--- src/rtl/sat_ctr_predictor_table_if.sv ---
// -----------------------------------------------------------------------------
// sat_ctr_predictor_table_if
//   Groups the fetch-side lookup signals and the resolve-side update signals
//   of the saturating-counter predictor table.
//
//   Lookup  : request, req_pc -> prediction, pred_valid, pred_hist
//   Update  : result, upd_pc, upd_hist, taken, upd_pred
//   Stats   : mispredicts
//
//   master : the pipeline (fetch + branch resolution) driving the predictor
//   slave  : the predictor table itself
// -----------------------------------------------------------------------------
interface sat_ctr_predictor_table_if #(
  parameter int IDX_W  = 6,
  parameter int HIST_W = 6,
  parameter int STAT_W = 16
);
  logic              request;
  logic [IDX_W-1:0]  req_pc;
  logic              prediction;
  logic              pred_valid;
  logic [HIST_W-1:0] pred_hist;

  logic              result;
  logic [IDX_W-1:0]  upd_pc;
  logic [HIST_W-1:0] upd_hist;
  logic              taken;
  logic              upd_pred;

  logic [STAT_W-1:0] mispredicts;

  modport master (
    output request, req_pc,
    output result, upd_pc, upd_hist, taken, upd_pred,
    input  prediction, pred_valid, pred_hist, mispredicts
  );

  modport slave (
    input  request, req_pc,
    input  result, upd_pc, upd_hist, taken, upd_pred,
    output prediction, pred_valid, pred_hist, mispredicts
  );
endinterface

--- src/rtl/sat_ctr_predictor_table.sv ---
// -----------------------------------------------------------------------------
// sat_ctr_predictor_table
//   Table of 2^IDX_W saturating counters (CTR_W bits each) with a global
//   history register. Indexing is bimodal (pc) or gshare (pc ^ history),
//   chosen by GSHARE. Lookups have one cycle of latency; updates are applied
//   on the edge where result is high. A lookup and an update on the same edge
//   both see the table and history as they were before that edge; there is no
//   forwarding, even on a same-index collision.
//
//   Ports:
//     clk    - rising-edge clock
//     rst_n  - asynchronous active-low reset
//     bus    - slave side of sat_ctr_predictor_table_if:
//                request/req_pc          lookup strobe and pc index bits
//                prediction/pred_valid   registered direction, one-cycle valid
//                pred_hist               history used for the lookup
//                result/upd_pc/upd_hist  update strobe, pc and returned history
//                taken/upd_pred          resolved and predicted directions
//                mispredicts             saturating mispredict count
// -----------------------------------------------------------------------------
module sat_ctr_predictor_table #(
  parameter int CTR_W  = 2,
  parameter int IDX_W  = 6,
  parameter int HIST_W = 6,
  parameter int GSHARE = 1,
  parameter int STAT_W = 16
) (
  input  logic                     clk,
  input  logic                     rst_n,
  sat_ctr_predictor_table_if.slave bus
);

  localparam int DEPTH = 1 << IDX_W;

  // Weakly not-taken: MSB clear, all lower bits set.
  localparam logic [CTR_W-1:0]  CTR_INIT = CTR_W'((1 << (CTR_W - 1)) - 1);
  localparam logic [CTR_W-1:0]  CTR_MAX  = '1;
  localparam logic [CTR_W-1:0]  CTR_MIN  = '0;
  localparam logic [STAT_W-1:0] STAT_MAX = '1;

  logic [CTR_W-1:0]  ctr_q [DEPTH];
  logic [HIST_W-1:0] ghr_q;
  logic [STAT_W-1:0] mis_q;

  logic [IDX_W-1:0]  req_idx_p0;
  logic [IDX_W-1:0]  upd_idx_p0;
  logic [CTR_W-1:0]  upd_ctr_p0;
  logic [HIST_W-1:0] ghr_next_p0;
  logic              mispred_p0;

  logic              pred_p1;
  logic              vld_p1;
  logic [HIST_W-1:0] hist_p1;

  // History is narrower than or equal to the index, so it is zero-extended
  // before folding into the pc bits.
  function automatic logic [IDX_W-1:0] fold_idx(input logic [IDX_W-1:0]  pc,
                                                input logic [HIST_W-1:0] hist);
    if (GSHARE != 0) return pc ^ IDX_W'(hist);
    else             return pc;
  endfunction

  // Saturating step in the requested direction; never wraps at either end.
  function automatic logic [CTR_W-1:0] ctr_sat_step(input logic [CTR_W-1:0] c,
                                                    input logic             up);
    if (up) return (c == CTR_MAX) ? c : c + CTR_W'(1);
    else    return (c == CTR_MIN) ? c : c - CTR_W'(1);
  endfunction

  function automatic logic [STAT_W-1:0] stat_sat_inc(input logic [STAT_W-1:0] s);
    return (s == STAT_MAX) ? s : s + STAT_W'(1);
  endfunction

  // ---- p0: index formation, counter read and next-state computation ----
  assign req_idx_p0  = fold_idx(bus.req_pc, ghr_q);
  assign upd_idx_p0  = fold_idx(bus.upd_pc, bus.upd_hist);
  assign upd_ctr_p0  = ctr_sat_step(ctr_q[upd_idx_p0], bus.taken);
  // Dropping the top bit of {ghr, taken} shifts taken in; also covers HIST_W=1.
  assign ghr_next_p0 = HIST_W'({ghr_q, bus.taken});
  assign mispred_p0  = bus.upd_pred != bus.taken;

  // ---- p0 -> p1: table, history and statistics state ----
  always_ff @(posedge clk or negedge rst_n) begin
    if (!rst_n) begin
      for (int i = 0; i < DEPTH; i++) ctr_q[i] <= CTR_INIT;
    end else if (bus.result) begin
      ctr_q[upd_idx_p0] <= upd_ctr_p0;
    end
  end

  always_ff @(posedge clk or negedge rst_n) begin
    if (!rst_n) begin
      ghr_q <= '0;
    end else if (bus.result) begin
      ghr_q <= ghr_next_p0;
    end
  end

  always_ff @(posedge clk or negedge rst_n) begin
    if (!rst_n) begin
      mis_q <= '0;
    end else if (bus.result && mispred_p0) begin
      mis_q <= stat_sat_inc(mis_q);
    end
  end

  // ---- p0 -> p1: registered lookup result ----
  always_ff @(posedge clk or negedge rst_n) begin
    if (!rst_n) begin
      vld_p1  <= 1'b0;
      pred_p1 <= 1'b0;
      hist_p1 <= '0;
    end else begin
      vld_p1 <= bus.request;
      if (bus.request) begin
        pred_p1 <= ctr_q[req_idx_p0][CTR_W-1];
        hist_p1 <= ghr_q;
      end
    end
  end

  assign bus.prediction  = pred_p1;
  assign bus.pred_valid  = vld_p1;
  assign bus.pred_hist   = hist_p1;
  assign bus.mispredicts = mis_q;

endmodule

--- src/flat_wrapper.sv ---
// flat-port wrapper written by rule: the top's interface ports become plain ports
module sat_ctr_predictor_table_flat 
#(
  parameter int CTR_W  = 2,
  parameter int IDX_W  = 6,
  parameter int HIST_W = 6,
  parameter int GSHARE = 1,
  parameter int STAT_W = 16
)
  (clk, rst_n, bus_request, bus_req_pc, bus_result, bus_upd_pc, bus_upd_hist, bus_taken, bus_upd_pred, bus_prediction, bus_pred_valid, bus_pred_hist, bus_mispredicts);
  sat_ctr_predictor_table_if #(.IDX_W(IDX_W), .HIST_W(HIST_W), .STAT_W(STAT_W)) bus_i ();
  input  logic clk;
  input  logic rst_n;
  input wire logic [$bits(bus_i.request)-1:0] bus_request;
  input wire logic [$bits(bus_i.req_pc)-1:0] bus_req_pc;
  input wire logic [$bits(bus_i.result)-1:0] bus_result;
  input wire logic [$bits(bus_i.upd_pc)-1:0] bus_upd_pc;
  input wire logic [$bits(bus_i.upd_hist)-1:0] bus_upd_hist;
  input wire logic [$bits(bus_i.taken)-1:0] bus_taken;
  input wire logic [$bits(bus_i.upd_pred)-1:0] bus_upd_pred;
  output wire logic [$bits(bus_i.prediction)-1:0] bus_prediction;
  output wire logic [$bits(bus_i.pred_valid)-1:0] bus_pred_valid;
  output wire logic [$bits(bus_i.pred_hist)-1:0] bus_pred_hist;
  output wire logic [$bits(bus_i.mispredicts)-1:0] bus_mispredicts;
  assign bus_i.request = bus_request;
  assign bus_i.req_pc = bus_req_pc;
  assign bus_i.result = bus_result;
  assign bus_i.upd_pc = bus_upd_pc;
  assign bus_i.upd_hist = bus_upd_hist;
  assign bus_i.taken = bus_taken;
  assign bus_i.upd_pred = bus_upd_pred;
  assign bus_prediction = bus_i.prediction;
  assign bus_pred_valid = bus_i.pred_valid;
  assign bus_pred_hist = bus_i.pred_hist;
  assign bus_mispredicts = bus_i.mispredicts;
  sat_ctr_predictor_table #(.CTR_W(CTR_W), .IDX_W(IDX_W), .HIST_W(HIST_W), .GSHARE(GSHARE), .STAT_W(STAT_W)) u_core (.clk(clk), .rst_n(rst_n), .bus(bus_i));
endmodule
--- config.mk ---
export PLATFORM = sky130hd
export DESIGN_NAME = sat_ctr_predictor_table_flat
export DESIGN_NICKNAME = d
export VERILOG_FILES = /design/src/rtl/sat_ctr_predictor_table_if.sv /design/src/rtl/sat_ctr_predictor_table.sv /design/src/flat_wrapper.sv
export SDC_FILE = /design/constraint.sdc
export NUM_CORES = 1
export LEC_CHECK = 0
export CORE_ASPECT_RATIO = 1.75
export CORE_MARGIN = 2
export CORE_UTILIZATION = 50
export CTS_CLUSTER_DIAMETER = 40
export CTS_CLUSTER_SIZE = 8
export DETAILED_ROUTE_END_ITERATION = 16
export GPL_ROUTABILITY_DRIVEN = 0
export PLACE_DENSITY = 0.69
export SLEW_MARGIN = 20
export SYNTH_ARGS = -nofsm -noshare
export SYNTH_HDL_FRONTEND = slang
export SYNTH_SLANG_ARGS = --single-unit
--- constraint.sdc ---
create_clock -name clk -period 3.8 [get_ports clk]
set_input_delay 0.57 -clock clk [delete_from_list [all_inputs] [get_ports clk]]
set_output_delay 0.57 -clock clk [all_outputs]
set_load 0.02 [all_outputs]
==> qor.yml <==
synth_edf_count: 0
synth_top_family_by_area: "simple AND/OR/NAND/NOR gates"
synth-main-ff-cell: "dfrtp_1"
required_ns: 4.11
finalSetupTns_ns: 0
dr_total_vias: 7070
cts_setup_buffers: 0
start_kind: "input pin"
rsz0062_at_grt: "no"
slew_viol_final: 0
ys_ff_latch: 158
endpoint_kind: "register"
synth_seq_area_share_pct: 46.7
max_stage_delay_ns: 0.60
status: "complete, no violations"
cp_num_buf_inv: 3
cp_cell_sequence: "clkdlybuf4s50_1 -> xor2_4 -> buf_12 -> mux4_2 -> a22oi_1 -> o21a_1 -> a41oi_2 -> and4b_2 -> buf_12 -> o31ai_1"
grt_pass1_wl_um: 38600
cts_resized: 0
synth-async-reset-ratio_pct: 100
die_area_sq_um: 18400
period_needed_ns: 3.30
cp_slowest_cell: "clkdlybuf4s50_1"
final_layout_size_suffix_gt1_share_pct: 24.1
finClkSkew_ns: 0.0113
drv_cap: 0
min_period_over_period_pct: 86.8
cts.sinks: 158
fin_ws_ns: 0.500
detail-route-antenna-nets: 0
critical_path.most_common_cell: "buf_12"
antenna_found_initial: 0
cts_tree: "done"
syn_inst: 818
clkTransAtPathRegs_ns: 0.06
syn-cell-area_sq_um: 8650
setup_viol: 0
power_mw: 6.00
die_y_um: 178
track_usage_pct: 27.8
synth-xor-area-share_pct: 3.65
crit_arrival_ns: 3.61
grt_max_degree: 74
drt_iter0_drc: 740
fin_nets: 910
ios: 48
wl_per_cell_um: 21.3
slew_headroom_pct: 48.8
finalHoldViolations: 0
initial_core_util_pct: 51.0
viasPerCell: 6.28
synth_mux_area_share_pct: 15.1
post-place-ws_ns: 0.0502
fp.dieW_um: 103
firstDrtPassIters: 6
path_max_fanout: 49
yosys.area_share.simple_pct: 16.2
clock_tree.root_cell: "clkbuf_16"
hpwl_um: 16600
num_antenna_cells: 0
critPathKind: "in2reg"
min_path_type: "in2async"
cts_buffers: 17
fillCellCount: 1378
yosys_warnings: 0
tightestPinTransition_ns: 0.762
avgSynthCellArea_sq_um: 10.6
synth_adder_area_share_pct: 0.145
vdd_drop_max_uv: 253
p_per_area_nw_per_um2: 587
drc: 0
critPathTopFamily: "buffers and inverters"
htree_num_levels: 4
seqCellArea_sq_um: 4030
clock_latency_ns: 0.44
core_area_sq_um: 16900
synth_compound_area_share_pct: 14.4
drt_wl_total_um: 23900
syn_nets: 843
max-clock-path-buffers: 2
hold_buffers: 0
grt_overflow: 0
clock.fmax_mhz: 303
multi_input_area_sq_um: 4330
leakagePower_nw: 3.99
grt_pass1_vias: 7407
synth_cell_types: 49
row_count: 63
syn2layout_area_growth_pct: 18.2
portBuffers: 47
==> worst reg2reg max path: cells and delay by family, from the launching register on <==
kind	cells	cell delay, ns
XOR/XNOR	1	0.23
buffers and inverters	1	0.22
multiplexers	4	1.82
flip-flops	1	0.43
==> area by class of cell <==
type	count	share of cell area (%)
Clock inverter	10	0.967
Tap cell	227	2.78
Inverter	2	0.0734
Timing Repair Buffer	98	9.58
Clock buffer	22	4.75
Sequential cell	158	39.5
Multi-Input combinational cell	608	42.4
==> power breakdown <==
group          internal (mW)  switching, mW  leakage (nW)
logic                  0.768          0.943          1.77
clock network          0.983          0.723         0.288
registers               2.28          0.301          1.93
==> per-stage QoR <==
stage	std cells	utilization, %	area (sq um)	hold WS, ns
floorplan	818	-	8650	0.274
global placement	1093	56.9	9640	0.472
detailed placement	1093	56.9	9640	0.484
CTS	1125	60.3	10200	0.0519
global route	1125	60.3	10200	0.0723
finish	1125	60.3	10200	0.0386
==> kinds of logic (layout without fill, tap and decap cells) <==
family | after synthesis | count (layout)
XOR/XNOR | 33 | 33
AND/OR/NAND/NOR | 335 | 335
adder cells (fa/ha/maj) | 1 | 1
AO/OA/AOI/OAI | 169 | 169
buffers and inverters | 52 | 132
multiplexers | 70 | 70
flip-flops | 158 | 158
==> flip-flops by register name, summed over array words and instances, names as in the netlist <==
register                cells
u_core.bus.mispredicts     16
u_core.bus.pred_hist        6
u_core.bus.pred_valid       1
u_core.bus.prediction       1
u_core.ctr_q              128
u_core.ghr_q                6
==> worst paths after layout <==
check	from	to	slack, ns	cells past startpoint
worst max-delay path	bus_upd_hist[0]	u_core.ctr_q[127]	0.50	10
worst max register to register	u_core.ghr_q[0]	u_core.bus.prediction	0.99	6
worst min-delay path	rst_n	u_core.bus.mispredicts[2]	0.04	1
worst min register to register	u_core.bus.mispredicts[9]	u_core.bus.mispredicts[9]	0.50	1
max in group asynchronous	rst_n	u_core.ctr_q[122]	2.82	2
min in group clk	u_core.bus.mispredicts[9]	u_core.bus.mispredicts[9]	0.50	1
==> cell usage in the layout (no fill, tap or decap), types with 2 or more instances in the layout <==
| cell | instances |
|---|---|
| o211a_1 | 2 |
| clkbuf_1 | 2 |
| o21ai_0 | 18 |
| mux4_2 | 35 |
| nand3_1 | 20 |
| and2_1 | 2 |
| clkbuf_8 | 2 |
| clkinv_4 | 2 |
| and4_1 | 2 |
| xor2_1 | 10 |
| nand2_1 | 132 |
| clkbuf_16 | 18 |
| a211oi_1 | 2 |
| o41ai_1 | 4 |
| inv_1 | 2 |
| o41ai_2 | 7 |
| dfstp_2 | 64 |
| inv_6 | 3 |
| a21oi_1 | 2 |
| nor3_1 | 12 |
| xor2_4 | 3 |
| mux2_2 | 15 |
| nor3_2 | 3 |
| clkdlybuf4s50_1 | 46 |
| buf_12 | 10 |
| a221oi_1 | 2 |
| nor2_1 | 141 |
| mux4_1 | 9 |
| a31oi_1 | 65 |
| nor4_1 | 2 |
| mux2i_1 | 11 |
| inv_4 | 2 |
| o31ai_1 | 54 |
| dfrtp_1 | 94 |
| and3_1 | 5 |
| o22a_1 | 2 |
| xnor2_1 | 19 |
| buf_4 | 41 |
| nand4_1 | 13 |
==> synthesized netlist by cell type (3+ instances only) <==
cell / count / area [sq um]
a31oi_1: 65 / 407
and3_1: 5 / 31.3
buf_2: 11 / 55.1
buf_4: 3 / 22.5
buf_6: 14 / 158
clkbuf_1: 21 / 78.8
dfrtp_1: 94 / 2350
dfstp_2: 64 / 1680
mux2_2: 15 / 169
mux2i_1: 11 / 110
mux4_1: 9 / 236
mux4_2: 35 / 788
nand2_1: 132 / 495
nand3_1: 20 / 100
nand4_1: 13 / 81.3
nor2_1: 142 / 533
nor3_1: 12 / 60.1
nor3_2: 3 / 30.0
o21ai_0: 18 / 90.1
o31ai_1: 54 / 405
o41ai_1: 4 / 35.0
o41ai_2: 7 / 114
xnor2_1: 19 / 166
xor2_1: 12 / 105
==> metal layers <==
metal	share of wire (%)	vias up	track usage (%)
li1	-	3166	-
met1	36	3493	31.0
met2	53	318	47.7
met3	5.4	93	4.61
met4	6.2	0	18.0
met5	0	-	0
(Power assumes the default switching activity.)
